`src/rtl/binary_blob_tracker.sv`:
```
// Per-frame blob statistics on a binary pixel mask: set-pixel count, bounding box and
// centroid (two restoring dividers), handed to the consumer through a VALID/ACK pair.
module binary_blob_tracker #(
    parameter int H_ACTIVE   = 640,
    parameter int V_ACTIVE   = 480,
    parameter int MIN_PIXELS = 16,
    parameter int CW         = 11,
    parameter int SUM_W      = 32
) (
    input  logic          CLK,
    input  logic          RESET,
    input  logic          FRAME_START,
    input  logic          PIX_VALID,
    input  logic          BINARY_FLAG,
    output logic          RESULT_VALID,
    input  logic          RESULT_ACK,
    output logic          FOUND,
    output logic [19:0]   PIX_COUNT,
    output logic [CW-1:0] CENT_X,
    output logic [CW-1:0] CENT_Y,
    output logic [CW-1:0] XMIN,
    output logic [CW-1:0] XMAX,
    output logic [CW-1:0] YMIN,
    output logic [CW-1:0] YMAX,
    output logic          BUSY,
    output logic          OVERRUN
);

    localparam int PCW = 20;
    localparam int SCW = $clog2(SUM_W);
    localparam logic [PCW-1:0] COUNT_MAX = {PCW{1'b1}};
    localparam logic [PCW-1:0] MIN_CNT   = PCW'(MIN_PIXELS);
    localparam logic [CW-1:0]  X_LAST    = CW'(H_ACTIVE - 1);
    localparam logic [CW-1:0]  Y_LAST    = CW'(V_ACTIVE - 1);
    localparam logic [SCW-1:0] LAST_STEP = SCW'(SUM_W - 1);

    typedef enum logic [1:0] {
        S_IDLE   = 2'd0,
        S_ACCUM  = 2'd1,
        S_DIVIDE = 2'd2,
        S_HOLD   = 2'd3
    } state_t;

    state_t             state_q, state_d;
    logic [CW-1:0]      x_q, x_d, y_q, y_d;
    logic [SUM_W-1:0]   sum_x_q, sum_x_d, sum_y_q, sum_y_d;
    logic [PCW-1:0]     count_q, count_d;
    logic [CW-1:0]      xmin_q, xmin_d, xmax_q, xmax_d, ymin_q, ymin_d, ymax_q, ymax_d;
    logic [SUM_W:0]     rem_x_q, rem_x_d, rem_y_q, rem_y_d;
    logic [SUM_W-1:0]   quo_x_q, quo_x_d, quo_y_q, quo_y_d;
    logic [PCW-1:0]     divisor_q, divisor_d;
    logic [SCW-1:0]     step_q, step_d;
    logic               valid_q, valid_d, found_q, found_d, busy_q, busy_d, overrun_q, overrun_d;
    logic [PCW-1:0]     res_count_q, res_count_d;
    logic [CW-1:0]      cent_x_q, cent_x_d, cent_y_q, cent_y_d;
    logic [CW-1:0]      res_xmin_q, res_xmin_d, res_xmax_q, res_xmax_d;
    logic [CW-1:0]      res_ymin_q, res_ymin_d, res_ymax_q, res_ymax_d;
    logic               start_s, publish_s, found_pub_s;
    logic [2*SUM_W:0]   step_x_s, step_y_s;

    // One restoring-division step: shift in the next dividend bit, subtract if it fits.
    function automatic logic [2*SUM_W:0] div_step(input logic [SUM_W:0]   rem,
                                                   input logic [SUM_W-1:0] quo,
                                                   input logic [PCW-1:0]   dvs);
        logic [SUM_W:0] shifted;
        logic [SUM_W:0] dv;
        shifted = {rem[SUM_W-1:0], quo[SUM_W-1]};
        dv      = (SUM_W+1)'(dvs);
        if (shifted >= dv) begin
            return {shifted - dv, quo[SUM_W-2:0], 1'b1};
        end else begin
            return {shifted, quo[SUM_W-2:0], 1'b0};
        end
    endfunction

    // Divider step values for both axes.
    always_comb begin
        step_x_s = div_step(rem_x_q, quo_x_q, divisor_q);
        step_y_s = div_step(rem_y_q, quo_y_q, divisor_q);
    end

    // Next-state, accumulation, divider and result-publishing logic.
    always_comb begin
        state_d     = state_q;
        x_d         = x_q;
        y_d         = y_q;
        sum_x_d     = sum_x_q;
        sum_y_d     = sum_y_q;
        count_d     = count_q;
        xmin_d      = xmin_q;
        xmax_d      = xmax_q;
        ymin_d      = ymin_q;
        ymax_d      = ymax_q;
        rem_x_d     = rem_x_q;
        quo_x_d     = quo_x_q;
        rem_y_d     = rem_y_q;
        quo_y_d     = quo_y_q;
        divisor_d   = divisor_q;
        step_d      = step_q;
        valid_d     = valid_q;
        found_d     = found_q;
        res_count_d = res_count_q;
        cent_x_d    = cent_x_q;
        cent_y_d    = cent_y_q;
        res_xmin_d  = res_xmin_q;
        res_xmax_d  = res_xmax_q;
        res_ymin_d  = res_ymin_q;
        res_ymax_d  = res_ymax_q;
        overrun_d   = 1'b0;
        start_s     = 1'b0;
        publish_s   = 1'b0;
        found_pub_s = 1'b0;

        case (state_q)
            S_IDLE: begin
                if (FRAME_START) begin
                    start_s = 1'b1;
                end else begin
                    state_d = S_IDLE;
                end
            end
            S_ACCUM: begin
                if (FRAME_START) begin
                    start_s   = 1'b1;
                    overrun_d = 1'b1;
                end else if (PIX_VALID) begin
                    if (BINARY_FLAG) begin
                        sum_x_d = sum_x_q + SUM_W'(x_q);
                        sum_y_d = sum_y_q + SUM_W'(y_q);
                        count_d = (count_q != COUNT_MAX) ? count_q + PCW'(1) : count_q;
                        xmin_d  = (x_q < xmin_q) ? x_q : xmin_q;
                        xmax_d  = (x_q > xmax_q) ? x_q : xmax_q;
                        ymin_d  = (y_q < ymin_q) ? y_q : ymin_q;
                        ymax_d  = (y_q > ymax_q) ? y_q : ymax_q;
                    end else begin
                        count_d = count_q;
                    end
                    if (x_q == X_LAST) begin
                        x_d = '0;
                        y_d = y_q + CW'(1);
                    end else begin
                        x_d = x_q + CW'(1);
                    end
                    // The last pixel's own contribution is already folded into the _d values.
                    if ((x_q == X_LAST) && (y_q == Y_LAST)) begin
                        if (count_d >= MIN_CNT) begin
                            state_d   = S_DIVIDE;
                            rem_x_d   = '0;
                            quo_x_d   = sum_x_d;
                            rem_y_d   = '0;
                            quo_y_d   = sum_y_d;
                            divisor_d = count_d;
                            step_d    = '0;
                        end else begin
                            state_d   = S_HOLD;
                            publish_s = 1'b1;
                        end
                    end else begin
                        state_d = S_ACCUM;
                    end
                end else begin
                    state_d = S_ACCUM;
                end
            end
            S_DIVIDE: begin
                overrun_d          = FRAME_START;
                {rem_x_d, quo_x_d} = step_x_s;
                {rem_y_d, quo_y_d} = step_y_s;
                step_d             = step_q + SCW'(1);
                if (step_q == LAST_STEP) begin
                    state_d     = S_HOLD;
                    publish_s   = 1'b1;
                    found_pub_s = 1'b1;
                end else begin
                    state_d = S_DIVIDE;
                end
            end
            S_HOLD: begin
                if (RESULT_ACK) begin
                    if (FRAME_START) begin
                        start_s = 1'b1;
                    end else begin
                        state_d = S_IDLE;
                    end
                end else begin
                    overrun_d = FRAME_START;
                end
            end
            default: begin
                state_d = S_IDLE;
            end
        endcase

        if (start_s) begin
            state_d = S_ACCUM;
            x_d     = '0;
            y_d     = '0;
            sum_x_d = '0;
            sum_y_d = '0;
            count_d = '0;
            xmin_d  = '1;
            xmax_d  = '0;
            ymin_d  = '1;
            ymax_d  = '0;
            valid_d = 1'b0;
        end else if (publish_s) begin
            valid_d     = 1'b1;
            found_d     = found_pub_s;
            res_count_d = count_d;
            cent_x_d    = found_pub_s ? step_x_s[CW-1:0] : '0;
            cent_y_d    = found_pub_s ? step_y_s[CW-1:0] : '0;
            res_xmin_d  = xmin_d;
            res_xmax_d  = xmax_d;
            res_ymin_d  = ymin_d;
            res_ymax_d  = ymax_d;
        end else begin
            valid_d = valid_q & ~((state_q == S_HOLD) & RESULT_ACK);
        end

        busy_d = (state_d != S_IDLE);
    end

    // State, datapath and registered outputs with synchronous reset.
    always_ff @(posedge CLK) begin
        if (RESET) begin
            state_q     <= S_IDLE;
            x_q         <= '0;
            y_q         <= '0;
            sum_x_q     <= '0;
            sum_y_q     <= '0;
            count_q     <= '0;
            xmin_q      <= '1;
            xmax_q      <= '0;
            ymin_q      <= '1;
            ymax_q      <= '0;
            rem_x_q     <= '0;
            quo_x_q     <= '0;
            rem_y_q     <= '0;
            quo_y_q     <= '0;
            divisor_q   <= '0;
            step_q      <= '0;
            valid_q     <= 1'b0;
            found_q     <= 1'b0;
            busy_q      <= 1'b0;
            overrun_q   <= 1'b0;
            res_count_q <= '0;
            cent_x_q    <= '0;
            cent_y_q    <= '0;
            res_xmin_q  <= '0;
            res_xmax_q  <= '0;
            res_ymin_q  <= '0;
            res_ymax_q  <= '0;
        end else begin
            state_q     <= state_d;
            x_q         <= x_d;
            y_q         <= y_d;
            sum_x_q     <= sum_x_d;
            sum_y_q     <= sum_y_d;
            count_q     <= count_d;
            xmin_q      <= xmin_d;
            xmax_q      <= xmax_d;
            ymin_q      <= ymin_d;
            ymax_q      <= ymax_d;
            rem_x_q     <= rem_x_d;
            quo_x_q     <= quo_x_d;
            rem_y_q     <= rem_y_d;
            quo_y_q     <= quo_y_d;
            divisor_q   <= divisor_d;
            step_q      <= step_d;
            valid_q     <= valid_d;
            found_q     <= found_d;
            busy_q      <= busy_d;
            overrun_q   <= overrun_d;
            res_count_q <= res_count_d;
            cent_x_q    <= cent_x_d;
            cent_y_q    <= cent_y_d;
            res_xmin_q  <= res_xmin_d;
            res_xmax_q  <= res_xmax_d;
            res_ymin_q  <= res_ymin_d;
            res_ymax_q  <= res_ymax_d;
        end
    end

    assign RESULT_VALID = valid_q;
    assign FOUND        = found_q;
    assign PIX_COUNT    = res_count_q;
    assign CENT_X       = cent_x_q;
    assign CENT_Y       = cent_y_q;
    assign XMIN         = res_xmin_q;
    assign XMAX         = res_xmax_q;
    assign YMIN         = res_ymin_q;
    assign YMAX         = res_ymax_q;
    assign BUSY         = busy_q;
    assign OVERRUN      = overrun_q;

endmodule

```
`config.mk`:
```
export PLATFORM = sky130hd
export DESIGN_NAME = binary_blob_tracker
export DESIGN_NICKNAME = d
export VERILOG_FILES = /design/src/rtl/binary_blob_tracker.sv
export SDC_FILE = /design/constraint.sdc
export NUM_CORES = 1
export LEC_CHECK = 0
export ABC_AREA = 1
export CAP_MARGIN = 15
export CORE_MARGIN = 2
export CORE_UTILIZATION = 45
export CTS_BUF_LIST = sky130_fd_sc_hd__clkbuf_8
export DETAILED_ROUTE_END_ITERATION = 12
export GPL_ROUTABILITY_DRIVEN = 1
export GPL_TIMING_DRIVEN = 0
export PLACE_DENSITY = 0.58
export SYNTH_ARGS = -nofsm -noshare
export SYNTH_HDL_FRONTEND = slang
export SYNTH_SLANG_ARGS = --single-unit
```
`constraint.sdc`:
```
create_clock -name CLK -period 7.1 [get_ports CLK]
set_clock_uncertainty 0.05 [all_clocks]
set_input_delay 1.775 -clock CLK [delete_from_list [all_inputs] [get_ports CLK]]
set_output_delay 1.775 -clock CLK [all_outputs]
set_load 0.01 [all_outputs]
```
### Word level (Yosys, flattened, before mapping)

Index checks and enable logic that the tools add are counted.

| cells by class | value |
|---|---|
| $add $sub $neg | 8 |
| multipliers | 0 |
| divide/modulo/power cells | 0 |
| magnitude comparators | 7 |
| equal/unequal tests | 11 |
| shift-type cells | 0 |
| multiplexer cells | 78 |
| bitwise gates (word level) | 5 |
| reductions and logical operators | 11 |

Operator list:

| kind | count |
|---|---|
| 2-to-1 mux 32 bit | 14 |
| case mux 32 bit (2 select lines) | 4 |
| 2-to-1 mux 11 bit | 23 |
| 2-to-1 mux 20 bit | 8 |
| 2-to-1 mux 64 bit | 2 |
| >= comparator 33 x 20 -> 1 bit | 2 |
| adder 32 x 11 -> 32 bit | 2 |
| subtractor 32 x 20 -> 32 bit | 2 |
| adder 11 x 1 -> 11 bit (second input constant) | 2 |
| > comparator 11 bit | 2 |
| < comparator 11 bit | 2 |
| adder 20 x 1 -> 20 bit (second input constant) | 1 |
| >= comparator 20 x 5 -> 1 bit (second input constant) | 1 |
| 2-to-1 mux 5 bit | 4 |
| inequality test 20 bit (second input constant) | 1 |
| 2-to-1 mux 1 bit | 12 |
| 2-to-1 mux 2 bit | 6 |
| == test 11 x 10 -> 1 bit (second input constant) | 1 |
| == test 11 x 9 -> 1 bit (second input constant) | 1 |
| case mux 5 bit (2 select lines) | 1 |
| AND reduction 5 bit | 2 |
| inequality test 2 bit (second input constant) | 4 |
| case mux 2 bit (4 select lines) | 1 |
| adder 5 x 1 -> 5 bit (second input constant) | 1 |
| other kinds (14) | 21 |

| storage, ports and cells | value |
|---|---|
| bits in registers | 395 |
| bits in latches | 0 |
| bits in writable memories | 0 |
| bits in read-only memories | 0 |
| bits of input ports | 6 |
| output and inout port bits | 90 |
| word-level logic and storage cells | 147 |
| memories | 0 |

### Depth between registers and ports, before layout

Gate-level depths: netlist of the first run.

| logic depth | value |
|---|---|
| word-level depth | 14 |
| mapped depth | 21 |
| gate-level depth less buffers | 20 |

### Worst setup path before layout of the first run

Ideal clock, no wire load.

| path | value |
|---|---|
| path kind | input to register |
| start point | input FRAME_START |
| end point | register res_ymin_q[0] (netlist: YMIN[0]) |
| library setup time | 0.113 ns |
| data arrival time | 3.439 ns |
| data required time | 6.937 ns |
| path slack | 3.498 ns |
| stages on the path | 13 |
| buffers on the path | 1 |
| cell sequence | inv_2 -> nand2_1 -> nor2_2 -> inv_1 -> nor2_2 -> inv_1 -> a211oi_1 -> clkbuf_1 -> nand3_1 -> nand2_1 -> nand3_1 -> nand2_1 -> nor2_1 |

| between the ends | value |
|---|---|
| cells in the longest elaborated chain, start to end | 5 |
| elaborated cells on any way between the ends | 9 |
| those cells by class | 7 x mux; 1 x bitwise; 1 x reduce/logical |

Ends and longest elaborated chain:

| element | RTL line | RTL |
|---|---|---|
| from (decl) | 12 | `input logic FRAME_START,` |
| 2-to-1 mux 1 bit | 116, 123, 180 |  |
| 2-to-1 mux 1 bit | 179 | `if (RESULT_ACK) begin` |
| case mux 1 bit (2 select lines) | 114 | `case (state_q)` |
| inverter 1 bit (no line) | -- |  |
| AND reduction 2 bit (no line) | -- |  |
| to (signal assigned) | 279 | `res_ymin_q <= res_ymin_d;` |
| to (decl) | 57 | `logic [CW-1:0] res_ymin_q, res_ymin_d, res_ymax_q, res_ymax_d;` |

Several ways; a longest one is shown, not always the timed one.
A chain may end at the register's enable or synchronous reset.

### Worst setup path in the final report of the first run

| path | value |
|---|---|
| start point | input FRAME_START |
| end point | register res_ymin_q[1] (netlist: YMIN[1]) |

Same word-level chain as after synthesis.

==> results.tsv, run 1 <==
metric	value	unit
grt_util_all_layers	0.306	
cp-start-kind	primary input	
grt.overflow.total	0	
outcome	completed	
syn_nets	3743	
synth_compound_area_frac	0.138	
port_buffers	95	
ctsHtreeMaxLevel	3	
min_period	5.15	ns
setup_tns	0	ns
core_area	51600	µm²
synth-xor-area-share	0.0356	
critPathKind	in2reg	
finalHoldViolCount	0	
ant_nets	0	
wl_per_cell	18.4	µm
ys_types	43	
synth_flop_cell	dfxtp_1	
cts_tree	built	
syn_avg_cell_area	6.52	µm²
firstDrtPassIters	7	
die_h	233	µm
post_cts_resized	0	
synth_area	23600	µm²
p_leak	12.3	nW
yosys.area_share.simple	0.329	
clkLatencyLatePin	0.67	ns
rsz0062_at_grt	false	
wirelength	83.4	mm
grt_max_degree	11	
rows	83	
cts_hold_buf	0	
powerDensity	180	nW/µm²
max_stage_delay	0.59	ns
num_vias	24708	
io_pins	96	
grt_pass1_wl	130	mm
gp_congestion	0.976	
fin_nets	3914	
drive_above_1_share	0.0517	
slew_headroom	0.415	
ys_seq_area_frac	0.335	
path_clk_slew	0.06	ns
synthCells	3619	
dp_hpwl	65.0	mm
cp_num_buf_inv	5	
max-vdd-ir-drop	0.129	mV
cp.required	7.60	ns
grt_antenna_before_repair	3	
yosys_warnings	0	
clock-sinks	395	
initial_core_util	0.457	
drt_iter0_drc	1694	
synth_edf_count	0	
worst_pin_slew	0.877	ns
cp_top_family	buffers and inverters	
cts_root_buf	clkbuf_8	
area_growth_syn_to_layout	14.4	%
setup_viol	0	
synth_top_family_by_area	simple AND/OR/NAND/NOR gates	
synthAdderAreaFrac	0.0638	
cap_violations	0	
multiInputGateArea	13400	µm²
hold_class	reg2reg	
arrival	5.65	ns
die-area	54300	µm²
ys_ff_latch	395	
crit_chain	clkdlybuf4s50_1, inv_2, nand2_1, nor2_2, inv_1, nor2_2, inv_1, a211oi_1, clkbuf_1, nand3_1, nand2_1, nand3_1, nand2_1, nor2_1	
end_kind	flop	
critical_path.most_common_cell	nand2_1	
fmax	0.194	GHz
power	4.85	mW
dieWidth	233	µm
worstPathMaxFanout	10	
synthMuxAreaShare	0.00382	
viasPerCell	5.45	
drc	0	
async_reset_ff_frac	0	
critical-path-slowest-cell	clkdlybuf4s50_1	
seqCellArea	7910	µm²
fill_cells	5317	
fin_crit_sh	0.725	
slew_violations	0	
cts_buffers	74	
cts_setup_buffers	0	
grt_pass1_vias	23725	
clockBufferDepth	3	
-- layout by cell type (no fill, tap or decap), types with 30 or more instances in the layout --
cell type	instances
nand2_1	899
nor2_1	411
dfxtp_1	395
inv_1	389
nand3_1	342
a21oi_1	303
o21ai_0	220
ha_1	114
clkbuf_1	113
clkbuf_8	95
clkdlybuf4s50_1	95
nand4_1	79
xor2_1	66
nor3_1	38
xnor2_1	30
-- cell families (layout without fill, tap and decap cells) --
group,Yosys count,in the layout
other cells,0,2
xor+xnor,96,96
fa+ha+maj,118,118
flops,395,395
mux,9,9
simple gates,1835,1835
buf+inv,558,787
compound gates,608,608
-- registers in the layout, indices dropped and copies added, names as in the netlist, 20 cells and up --
signal,count
rem_y_q,32
sum_x_q,32
sum_y_q,32
count_q,20
divisor_q,20
PIX_COUNT,20
quo_x_q,32
quo_y_q,32
rem_x_q,32
-- routing by layer --
| metal | track usage | routed length [µm] | vias up |
|---|---|---|---|
| met5 | 0 | 0 | - |
| met4 | 0.119 | 2920 | 0 |
| met3 | 0.0473 | 5030 | 195 |
| met2 | 0.512 | 38400 | 804 |
| met1 | 0.395 | 37100 | 11510 |
| li1 | - | - | 12199 |
-- final timing paths --
check | depth (start not counted) | slack, ns | from | endpoint
setup / recovery | 14 | 1.95 | FRAME_START | YMIN[1]$_SDFFE_PP0P_
hold / removal | 2 | 0.41 | CENT_Y[1]$_SDFFE_PP0P_ | CENT_Y[1]$_SDFFE_PP0P_
setup reg to reg | 14 | 3.16 | state_q[1]$_SDFF_PP0_ | YMIN[1]$_SDFFE_PP0P_
hold reg to reg | 2 | 0.41 | CENT_Y[1]$_SDFFE_PP0P_ | CENT_Y[1]$_SDFFE_PP0P_
-- power by group --
group	internal [mW]	total, mW	switching [mW]
Sequential	2.23	2.24	0.0115
Clock	1.35	2.40	1.05
Combinational	0.0489	0.211	0.162
Total	3.63	4.85	1.22
-- tightest hold or removal path, stage by stage (launching register included) --
cell and delay [ns]:
dfxtp_1 0.31, nand2_1 0.06, a21oi_1 0.05
-- per-stage QoR --
stage | worst slack [ns] | std cells | instance area (µm²) | utilization | hold WS (ns)
finish | 1.95 | 4530 | 27000 | 0.523 | 0.411
global route | 1.76 | 4528 | 27000 | 0.523 | 0.425
CTS | 1.98 | 4528 | 27000 | 0.523 | 0.416
detailed placement | 1.28 | 4394 | 25400 | 0.492 | 0.406
global placement | 1.25 | 4394 | 25400 | 0.492 | 0.400
floorplan | 3.50 | 3619 | 23600 | - | 0.406
-- final cells by class --
class,count,area share
well taps,680,0.0315
clock inverters,39,0.0107
clock buffers,95,0.0484
plain buffers,180,0.0304
inverters,378,0.0526
multi-input cells,2666,0.498
diodes,2,0.000185
flip-flops and latches,395,0.293
repair buffers,95,0.0352
-- cell usage after synthesis (30+ instances only) --
cell type,n,share of area
nand4_1,79,0.021
nand2_1,899,0.14
nor3_1,38,0.0081
nor2_1,411,0.065
inv_1,369,0.059
xor2_1,66,0.024
clkbuf_1,113,0.018
xnor2_1,30,0.011
dfxtp_1,395,0.34
ha_1,114,0.060
o21ai_0,220,0.047
a21oi_1,303,0.064
nand3_1,342,0.073
Note: power is estimated with default switching activity, not from simulation.
==> run 2, diff against run 1 <==
--- a/config.mk
+++ b/config.mk
@@ -13,7 +13,7 @@
 export DETAILED_ROUTE_END_ITERATION = 12
 export GPL_ROUTABILITY_DRIVEN = 1
 export GPL_TIMING_DRIVEN = 0
-export PLACE_DENSITY = 0.58
+export PLACE_DENSITY = 0.6
 export SYNTH_ARGS = -nofsm -noshare
 export SYNTH_HDL_FRONTEND = slang
 export SYNTH_SLANG_ARGS = --single-unit
==> constraint.sdc (replaced) <==
create_clock -name CLK -period 4.5 [get_ports CLK]
set_clock_uncertainty 0.05 [all_clocks]
set_input_delay 1.125 -clock CLK [delete_from_list [all_inputs] [get_ports CLK]]
set_output_delay 1.125 -clock CLK [all_outputs]
set_load 0.01 [all_outputs]
==> results.tsv, run 2 (same netlist as run 1, synthesis figures left out) <==
metric	value	unit	change
dieWidth	233	µm	unchanged
crit_start	FRAME_START		unchanged
routed.top_layer	met4		unchanged
worst_pin_slew	1.05	ns	was 0.877 ns
route.met3.wl	4.77	mm	was 5.03 mm
slew_headroom	0.291		was 0.415
powerDensity	283	nW/µm²	was 180 nW/µm²
crit_chain	clkdlybuf4s50_1, inv_2, nand2_1, nor2_2, inv_1, nor2_4, nand3_1, clkbuf_1, o21ai_0, nand3_1, nand2_1, nor2_1		was clkdlybuf4s50_1, inv_2, nand2_1, nor2_2, inv_1, nor2_2, inv_1, a211oi_1, clkbuf_1, nand3_1, nand2_1, nand3_1, nand2_1, nor2_1
placed_area	25400	µm²	unchanged
clock-sinks	395		unchanged
dp_hpwl	65.1	mm	was 65.0 mm
outcome	completed		unchanged
cts_tree	built		unchanged
hold_class	reg2reg		unchanged
fin_crit_sh	0.930		
drt_iter0_drc	1977		was 1,694
p_leak	12.3	nW	about the same
area_growth_syn_to_layout	14.5	%	was 14.4%
wl_per_cell	18.4	µm	about the same
grt_antenna_before_repair	3		unchanged
cap_violations	0		unchanged
whs	0.409	ns	was 0.411 ns
cp.depth	12		was 14
post_cts_resized	1		was 0
firstDrtPassIters	6		was 7
r2r_setup_slack	0.58	ns	was 3.16 ns
final_cell_mix	nand2_1, nor2_1, dfxtp_1		unchanged
cp-start-kind	primary input		unchanged
ant_nets	0		unchanged
cts_setup_buffers	0		unchanged
wl_met1	38.4	mm	was 37.1 mm
fill_cells	5269		was 5,317
slew_violations	0		unchanged
final_area	27000	µm²	about the same
critical-path-slowest-cell	o21ai_0		was clkdlybuf4s50_1
cp.required	5.01	ns	was 7.60 ns
max-vdd-ir-drop	0.209	mV	was 0.129 mV
cts_buffers	73		was 74
end_kind	flop		unchanged
initial_core_util	0.457		unchanged
finalHoldViolCount	0		unchanged
r2r.worst_path.cells	13		was 14
grt_max_degree	11		unchanged
cts_root_buf	clkbuf_8		unchanged
min_period	4.19	ns	
pre_cts_ws	-0.746	ns	was 1.28 ns
clockBufferDepth	3		unchanged
arrival	4.70	ns	was 5.65 ns
path_clk_slew	0.06	ns	about the same
clkLatencyLatePin	0.67	ns	about the same
worstPathMaxFanout	10		unchanged
cp-endpoint	XMAX[10]$_SDFFE_PP0P_		was YMIN[1]$_SDFFE_PP0P_
cp_num_buf_inv	4		was 5
setup_viol	0		unchanged
gp_congestion	0.974		was 0.976
fin_nets	3913		was 3,914
grt_util_all_layers	0.306		about the same
cp_top_family	simple AND/OR/NAND/NOR gates		was buffers and inverters
die-area	54300	µm²	unchanged
rsz0062_at_grt	false		unchanged
fmax	0.239	GHz	
layout_commonest_cell	nand2_1		unchanged
drc	0		unchanged
io_pins	96		unchanged
setup_tns	0	ns	unchanged
core_area	51600	µm²	unchanged
worst_slack	0.314	ns	was 1.95 ns
num_vias	24345		was 24,708
critPathKind	in2reg		unchanged
max_stage_delay	0.88	ns	was 0.59 ns
cts_hold_buf	0		unchanged
crit-reg2reg-capture	rem_x_q[18]$_SDFFE_PP0P_		was YMIN[1]$_SDFFE_PP0P_
ctsHtreeMaxLevel	3		unchanged
grt.overflow.total	0		unchanged
port_buffers	95		unchanged
viasPerCell	5.38		was 5.45
drive_above_1_share	0.0515		was 0.0517
wl_met2	38.4	mm	about the same
die_h	233	µm	unchanged
wirelength	83.5	mm	was 83.4 mm
r2r-start	divisor_q[0]$_SDFFE_PP0P_		was state_q[1]$_SDFF_PP0_
grt_pass1_wl	129	mm	was 130 mm
grt_pass1_vias	22891		was 23,725
rows	83		unchanged
## run 2: changes by cell type in the layout (fill, tap and decap cells not counted), sizes merged
cell | before | now
clkinvlp | 4 | 1
inv | 400 | 398
clkbuf | 208 | 213
bufinv | 4 | 3
clkinv | 9 | 7
## run 2: worst min path at each step
stage / from / endpoint / slack [ns] / depth (start not counted)
3_5_place_dp: CENT_X[6]$_SDFFE_PP0P_ / CENT_X[6]$_SDFFE_PP0P_ / 0.40 / 2
4_1_cts: CENT_X[10]$_SDFFE_PP0P_ / CENT_X[10]$_SDFFE_PP0P_ / 0.41 / 2
6_report: CENT_X[1]$_SDFFE_PP0P_ / CENT_X[1]$_SDFFE_PP0P_ / 0.41 / 2
5_1_grt: CENT_Y[7]$_SDFFE_PP0P_ / CENT_Y[7]$_SDFFE_PP0P_ / 0.43 / 2
2_1_floorplan: divisor_q[16]$_SDFFE_PP0P_ / divisor_q[16]$_SDFFE_PP0P_ / 0.41 / 2
3_3_place_gp: CENT_X[10]$_SDFFE_PP0P_ / CENT_X[10]$_SDFFE_PP0P_ / 0.40 / 2
## run 2: layout make-up
cell class,count,area [µm²],area share
clock buffer,100,1380,0.0509
clock inverter,31,229,0.00848
tap,680,851,0.0315
timing repair buffer,95,951,0.0352
sequential,395,7910,0.293
buffer,180,820,0.0303
inverter,378,1420,0.0526
antenna,2,5.00,0.000185
multi-input combinational,2666,13500,0.498
## run 2: metrics by stage
step,utilization,std cells,power (mW)
after global routing,0.523,4526,7.90
after global placement,0.492,4394,3.94
after detailed placement,0.492,4394,3.94
after floorplan,-,3619,3.81
final,0.523,4527,7.65
after CTS,0.523,4525,7.72
## run 2: report_power, final
| group | total, mW | switching [mW] | internal, mW |
|---|---|---|---|
| registers | 3.54 | 0.0177 | 3.52 |
| logic | 0.335 | 0.257 | 0.0774 |
| clock network | 3.78 | 1.63 | 2.15 |
## run 2: routing by layer
metal | vias to the layer above | track usage
met5 | - | 0
met4 | 0 | 0.0880
met3 | 111 | 0.0426
met2 | 722 | 0.509
met1 | 11317 | 0.413
li1 | 12195 | -
## run 2: tightest hold or removal path: cells and delay by family (launching register included)
kind	cells	cell delay, ns
compound gates	1	0.05
flops	1	0.30
simple gates	1	0.06
